## config.mk

```make
export PLATFORM = sky130hd
export DESIGN_NAME = mem_sram_ctrl
export DESIGN_NICKNAME = d
export VERILOG_FILES = /design/src/rtl/mem_sram_ctrl.sv
export SDC_FILE = /design/constraint.sdc
export NUM_CORES = 1
export LEC_CHECK = 0
export ABC_CLOCK_PERIOD_IN_PS = 3400
export BUFFER_PORTS_ARGS = -buffer_cell sky130_fd_sc_hd__buf_2
export CAP_MARGIN = 20
export CORE_ASPECT_RATIO = 2
export CORE_MARGIN = 2
export CORE_UTILIZATION = 42
export CTS_CLUSTER_SIZE = 40
export DETAILED_ROUTE_END_ITERATION = 6
export PLACE_DENSITY = 0.85
export SLEW_MARGIN = 20
export SYNTH_ARGS = -nofsm -noshare
export SYNTH_HDL_FRONTEND = slang
export SYNTH_SLANG_ARGS = --single-unit
```

## constraint.sdc

```tcl
create_clock -name clk -period 3.4 [get_ports clk]
set_input_delay 0.34 -clock clk [delete_from_list [all_inputs] [get_ports clk]]
set_output_delay 0.34 -clock clk [all_outputs]
set_load 0.01 [all_outputs]
```

## src/rtl/mem_sram_ctrl.sv

```systemverilog
// ============================================================================
// Module   : mem_sram_ctrl
// Purpose  : Memory-stage initiator. Splits a 32-bit load/store into two
//            16-bit SRAM phases with fixed wait states, stalling via ready.
// Revision : 1.0 - initial release
// ============================================================================
`default_nettype none

module mem_sram_ctrl #(
   parameter int ADDR_BASE   = 1024,
   parameter int WAIT_CYCLES = 3
) (
   input  logic        clk,
   input  logic        rst,
   input  logic        rd_en,
   input  logic        wr_en,
   input  logic [31:0] address,
   input  logic [31:0] wr_data,
   output logic [31:0] rd_data,
   output logic        ready,
   output logic [17:0] sram_addr,
   output logic [15:0] sram_dq_out,
   input  logic [15:0] sram_dq_in,
   output logic        sram_dq_oe,
   output logic        sram_we_n,
   output logic        sram_oe_n
);

   localparam int            CW   = (WAIT_CYCLES > 1) ? $clog2(WAIT_CYCLES) : 1;
   localparam logic [CW-1:0] LAST = CW'(WAIT_CYCLES - 1);

   typedef enum logic [1:0] {
      IDLE = 2'd0,
      LOW  = 2'd1,
      HIGH = 2'd2,
      DONE = 2'd3
   } state_t;

   state_t        state;
   state_t        state_nxt;
   logic [CW-1:0] count;
   logic [CW-1:0] count_nxt;
   logic          is_wr;
   logic          is_wr_nxt;
   logic          last;
   logic          active;
   logic          half;
   logic [31:0]   offset;
   logic [16:0]   word;
   logic          unused_addr_bits;

   // Word index relative to the SRAM window; wraps silently below the base.
   assign offset           = address - 32'(ADDR_BASE);
   assign word             = offset[18:2];
   assign unused_addr_bits = ^{offset[31:19], offset[1:0]};

   assign last   = (count == LAST);
   assign active = (state == LOW) || (state == HIGH);
   assign half   = (state == HIGH);

   always_ff @(posedge clk) begin
      if (rst) begin
         state <= IDLE;
         count <= '0;
         is_wr <= 1'b0;
      end else begin
         state <= state_nxt;
         count <= count_nxt;
         is_wr <= is_wr_nxt;
      end
   end

   always_comb begin
      state_nxt = state;
      count_nxt = count;
      is_wr_nxt = is_wr;
      ready     = 1'b0;
      case (state)
         IDLE: begin
            ready = ~(rd_en | wr_en);
            if (rd_en | wr_en) begin
               is_wr_nxt = wr_en;
               count_nxt = '0;
               state_nxt = LOW;
            end
         end
         LOW: begin
            if (last) begin
               count_nxt = '0;
               state_nxt = HIGH;
            end else begin
               count_nxt = count + CW'(1);
            end
         end
         HIGH: begin
            if (last) begin
               count_nxt = '0;
               state_nxt = DONE;
            end else begin
               count_nxt = count + CW'(1);
            end
         end
         DONE: begin
            // Pipeline advances on this edge, so the request is not re-seen.
            ready     = 1'b1;
            state_nxt = IDLE;
         end
         default: state_nxt = IDLE;
      endcase
   end

   // Write strobe drops on each phase's last cycle so data/address stay valid past WE rise.
   assign sram_addr   = active ? {word, half} : 18'd0;
   assign sram_dq_oe  = active & is_wr;
   assign sram_dq_out = (active & is_wr) ? (half ? wr_data[31:16] : wr_data[15:0]) : 16'd0;
   assign sram_we_n   = ~(active & is_wr & ~last);
   assign sram_oe_n   = ~(active & ~is_wr);

   always_ff @(posedge clk) begin
      if (rst) begin
         rd_data <= 32'd0;
      end else if (!is_wr && last) begin
         if (state == LOW) begin
            rd_data[15:0] <= sram_dq_in;
         end else if (state == HIGH) begin
            rd_data[31:16] <= sram_dq_in;
         end
      end
   end

endmodule

`default_nettype wire

```

==> results of run 1 <==
-- per-layer routing --
layer	wire length [um]	share of wire [%]	GRT usage, %	up-vias
li1	-	-	-	1108
met1	1910	33	19.0	1020
met2	3360	58	44.8	132
met3	454	7.9	4.17	5
met4	56	0.97	6.51	0
met5	0	0	0	-
-- logic make-up (layout without fill, tap and decap cells) --
logic type | after synthesis | count (layout) | share of synthesized area (%)
AND/OR/NAND/NOR | 122 | 122 | 29.6
AO/OA/AOI/OAI | 48 | 48 | 13.5
flip-flops | 37 | 37 | 37.9
buffers and inverters | 22 | 155 | 4.94
multiplexers | 19 | 19 | 9.74
adder cells (fa/ha/maj) | 6 | 6 | 3.85
XOR/XNOR | 1 | 1 | 0.449
-- power by group --
part	total (uW)	internal, uW	switching (uW)
logic	683	321	362
registers	492	458	33.8
clock network	395	238	156
total	1570	1020	552
-- cell usage after synthesis (3+ instances only) --
| cell | instances |
|---|---|
| a21boi_0 | 4 |
| mux2i_1 | 19 |
| clkbuf_1 | 9 |
| nor2_1 | 20 |
| inv_1 | 5 |
| buf_2 | 3 |
| or3_1 | 3 |
| a21oi_1 | 35 |
| nand2_1 | 68 |
| ha_1 | 6 |
| dfxtp_1 | 37 |
| nand2b_1 | 8 |
| o21ai_0 | 4 |
| and2_1 | 9 |
-- worst reg2reg max path: stages, from the launching register on --
cell      delay [ns]
dfxtp_1         0.35
inv_1           0.12
ha_1            0.84
nor4bb_2        0.35
buf_4           0.24
nand2_1         0.08
a21oi_1         0.12
-- path summary, 6_finish.rpt --
path / endpoint / from / slack [ns]
worst min-delay path: rd_data[30]$_SDFFE_PP0P_ / sram_dq_in[14] / 0.30
worst max-delay path: sram_dq_out[7] / state[0]$_SDFFE_PP0P_ / 0.94
worst max register to register: rd_data[16]$_SDFFE_PP0P_ / state[0]$_SDFFE_PP0P_ / 1.23
worst min register to register: rd_data[23]$_SDFFE_PP0P_ / rd_data[23]$_SDFFE_PP0P_ / 0.45
-- stage by stage --
step	setup slack, ns	util [%]	hold slack [ns]
CTS	0.909	61.4	0.291
global route	0.768	61.4	0.292
global placement	1.30	58.8	0.440
floorplan	1.62	-	0.476
finish	0.941	61.4	0.298
detailed placement	1.23	58.8	0.444
-- sequential cells by signal, summed over array words and instances, names as in the netlist --
name	count
rd_data	32
count	2
state	2
is_wr	1
-- area by class of cell --
class | instances | area share [%]
Clock buffer | 6 | 2.95
Multi-Input combinational cell | 196 | 40.3
Timing Repair Buffer | 142 | 25.8
Clock inverter | 2 | 1.34
Sequential cell | 37 | 26.5
Inverter | 5 | 0.671
Tap cell | 55 | 2.46
==> out/qor.yml, run 1 <==
synth_edf_count: 0
max_stage_delay_ns: 0.84
hold_class: "primary input to flop"
clock_latency_ns: 0.29
netlist_area_sq_mm: 0.00195
ir_worst_vdd_mv: 0.435
worst-path-buf-inv: 2
worstSetupStartpointType: "flop"
grt_start_max_net_pins: 40
drt_pass1_iterations: 4
fin_crit_ns: 2.46
netlist_top_cells_area: "dfxtp_1, nand2_1, mux2i_1"
initial_utilization_pct: 42.9
track_usage_pct: 21.5
fin_cells: 443
yosysWarnings: 0
cp_num_cells: 5
clk_path_buf_depth: 2
place_inst: 435
post-dp-hpwl_um: 4620
crit_required_ns: 3.06
slew_viol_final: 0
num_vias: 2265
cts_setup_buffers: 0
path_clk_slew_ns: 0.07
cts_resized: 0
pin_count: 154
setup_viol: 0
numCtsBuffers: 5
crit_chain: "inv_1 > ha_1 > mux2i_1 > nor2_1 > buf_2"
overflow: 0
synth_top_area_share_pct: 37.9
final_layout_size_suffix_gt1_share_pct: 39.9
p_total_uw: 1570
cp.arrival_ns: 2.12
die_x_um: 52.2
cts_sinks: 37
synth_cell_type_count: 32
cap_violations: 0
clockRootBuffer: "clkbuf_8"
syn_to_final_growth_pct: 43.3
syn_avg_cell_area_sq_um: 7.65
dr.first_iter.drc_count: 34
worst_slew_pin_slew_ns: 1.02
vias_per_cell: 5.11
max-slew-margin-rel_pct: 32.3
mostFrequentLayoutCells: "buf_2, nand2_1, dfxtp_1, a21oi_1, nor2_1"
design_area_sq_mm: 0.00280
max_freq_ghz: 0.407
async_reset_ff_share_pct: 0
multiInputGateArea_sq_mm: 0.00113
ant_nets: 0
finalClockSkew_ns: 0.00517
outcome: "completed"
rsz0062_at_grt: "false"
antenna_found_initial: 0
p_leak_uw: 0.00134
regArea_sq_um: 741
hold_viol: 0
row_count: 35
core_area_sq_mm: 0.00455
postPlaceCellArea_sq_mm: 0.00268
n_fill_cell: 434
synth.ff_latch_count: 37
wire_per_inst_um: 13.1
die_h_um: 100
cts.hold.buffers_added: 0
crit_type: "flop to output pin"
nets: 477
cpMaxStageDelayCell: "ha_1"
cts_tree: "built"
tns_ns: 0
cp-end-kind: "output pin"
yosys.area.top_type: "dfxtp_1"
grt_pass1_wl_um: 8530
drc: 0
critical_path.top_delay_family: "adder cells"
synth_fp_nets: 345
synth_ff_type: "dfxtp_1"
reg2reg_depth: 6
period_share_pct: 72.3
final_common_cell: "buf_2"
totalWireLength_um: 5780
min_path_cells: 3
grt_pass1_vias: 2053
io_buffers: 138
place.gp.congestion: 0.823
dieArea_sq_mm: 0.00524
cts.htree.levels: 2
cp_max_fo: 21
diodes: 0
postSynthCellCount: 255
yosysSeqAreaShare_pct: 37.9
power_density_mw_per_mm2: 561
No activity file was read; power rests on OpenSTA's default activity.
==> run 2, diff against run 1 <==
Settings changed: ABC_CLOCK_PERIOD_IN_PS 3400 to 2000, CORE_UTILIZATION 42 to 36, PLACE_DENSITY 0.85 to 0.77.
Clock period 3.4 ns to 2 ns, I/O delays scaled along.
==> run 2 against run 1 <==
Compared with the run above: final cell count is 2.3% higher; via count fell by 2.1%; utilization is 7.9 points lower; non-clock buffer count is 5 higher; largest power group unchanged.
==> out/qor.yml, run 2 (synthesis gave the netlist of run 1 again) <==
outcome: "completed"
worst_slew_pin_slew_ns: 0.322
diodes: 0
nets: 482
cp-end-kind: "output pin"
drc: 0
cts_tree: "built"
clockRootBuffer: "clkbuf_8"
die_x_um: 56.1
clock_latency_ns: 0.29
worstSetupStartpointType: "flop"
pwr-share-seq_pct: 30.9
post-dp-hpwl_um: 4070
numCtsBuffers: 5
hold_viol: 0
pin_count: 154
max-slew-margin-rel_pct: 78.4
vias_per_cell: 4.89
crit_required_ns: 1.80
post-route-util_pct: 53.5
syn_to_final_growth_pct: 46.0
top_regs: "rd_data: 32 flops, count: 2 flops, state: 2 flops"
cp_max_fo: 17
setup_viol: 0
overflow: 0
crit_type: "flop to output pin"
hold_class: "primary input to flop"
cts_sinks: 37
io_buffers: 138
drt_pass1_iterations: 4
core_area_sq_mm: 0.00533
cts.hold.buffers_added: 0
fin_crit_ns: 1.87
clk_path_buf_depth: 2
slew_viol_final: 0
final_common_cell: "buf_2"
postPlaceCellArea_sq_mm: 0.00272
power_frac_comb_pct: 44.7
mostFrequentLayoutCells: "buf_2, nand2_1, dfxtp_1, a21oi_1, nor2_1"
p_sw_share_pct: 34.2
ant_nets: 0
cap_violations: 0
ir_worst_vdd_mv: 0.685
power_density_mw_per_mm2: 947
dieArea_sq_mm: 0.00606
row_count: 38
p_sw_uw: 922
totalWireLength_um: 5290
initial_utilization_pct: 36.7
grt_pass1_vias: 2001
final_layout_size_suffix_gt1_share_pct: 40.7
max_freq_ghz: 0.535
largest_register_ffs: 32
period_share_pct: 93.5
design_area_sq_mm: 0.00285
grt_start_max_net_pins: 33
grt_pass1_wl_um: 8370
finalClockSkew_ns: 0.00654
tns_ns: 0
place.gp.congestion: 0.770
cts.htree.levels: 2
track_usage_pct: 16.8
die_h_um: 108
regMostFlops: "rd_data"
wire_per_inst_um: 11.7
antenna_found_initial: 0
p_leak_uw: 0.00137
num_vias: 2217
rsz0062_at_grt: "false"
dr.first_iter.drc_count: 62
p_int_uw: 1780
cp.arrival_ns: 1.67
path_clk_slew_ns: 0.07
power_frac_clock_pct: 24.5
run 2: changes by cell type in the layout (fill, tap and decap cells not counted), sizes merged:
cell and delta:
buf +5, clkbuf +1, clkinvlp -1
run 2: stage by stage:
stage	instances	hold slack [ns]	setup slack, ns	total power, uW
4_1_cts	453	0.148	0.0246	2720
3_5_place_dp	445	0.445	0.260	2050
5_1_grt	453	0.158	0.00519	2880
3_3_place_gp	445	0.439	0.298	2040
6_report	453	0.154	0.129	2700
2_1_floorplan	255	0.336	0.348	1590
run 2: area by class of cell:
type                            count  area (sq um)
Fill cell                         550          2480
Multi-Input combinational cell    196          1130
Timing Repair Buffer              147           766
Sequential cell                    37           741
Clock buffer                        7          86.3
Tap cell                           60          75.1
Clock inverter                      1          30.0
Inverter                            5          18.8
run 2: timing repair:
item | in CTS | in global routing
gates resized for setup | 0 | 3
buffers inserted | 0 | 0
endpoints found under the setup margin | 0 | 16
run 2: layer usage:
layer  up-vias  global-route usage, %  share of wire, %
met5         -                      0                 0
met4         0                   3.91              0.26
met3         2                   6.58                11
met2       113                   29.3                47
met1       988                   19.0                42
li1       1114                      -                 -
run 2: path summary, 6_finish.rpt:
kind                            start                  endpoint  slack [ns]  depth (start not counted)
max             state[0]$_SDFFE_PP0P_            sram_dq_out[8]        0.13                          6
max reg2reg     state[0]$_SDFFE_PP0P_     count[0]$_SDFFE_PP0P_        0.26                          5
min reg2reg  rd_data[14]$_SDFFE_PP0P_  rd_data[14]$_SDFFE_PP0P_        0.45                          2
min                     sram_dq_in[0]   rd_data[0]$_SDFFE_PP0P_        0.15                          3
run 2: power by group through the flow:
stage	sequential (uW)	combinational, uW	clock [uW]
floorplan	835	759	0
CTS	833	1210	679
finish	832	1200	660
detailed placement	851	1200	0
global placement	848	1190	0
global route	839	1330	708
run 2: critical path, stage by stage (launching register included):
cell	delay, ns
dfxtp_1	0.34
inv_1	0.11
ha_1	0.27
buf_8	0.22
mux2i_1	0.25
nor2_1	0.05
buf_2	0.13
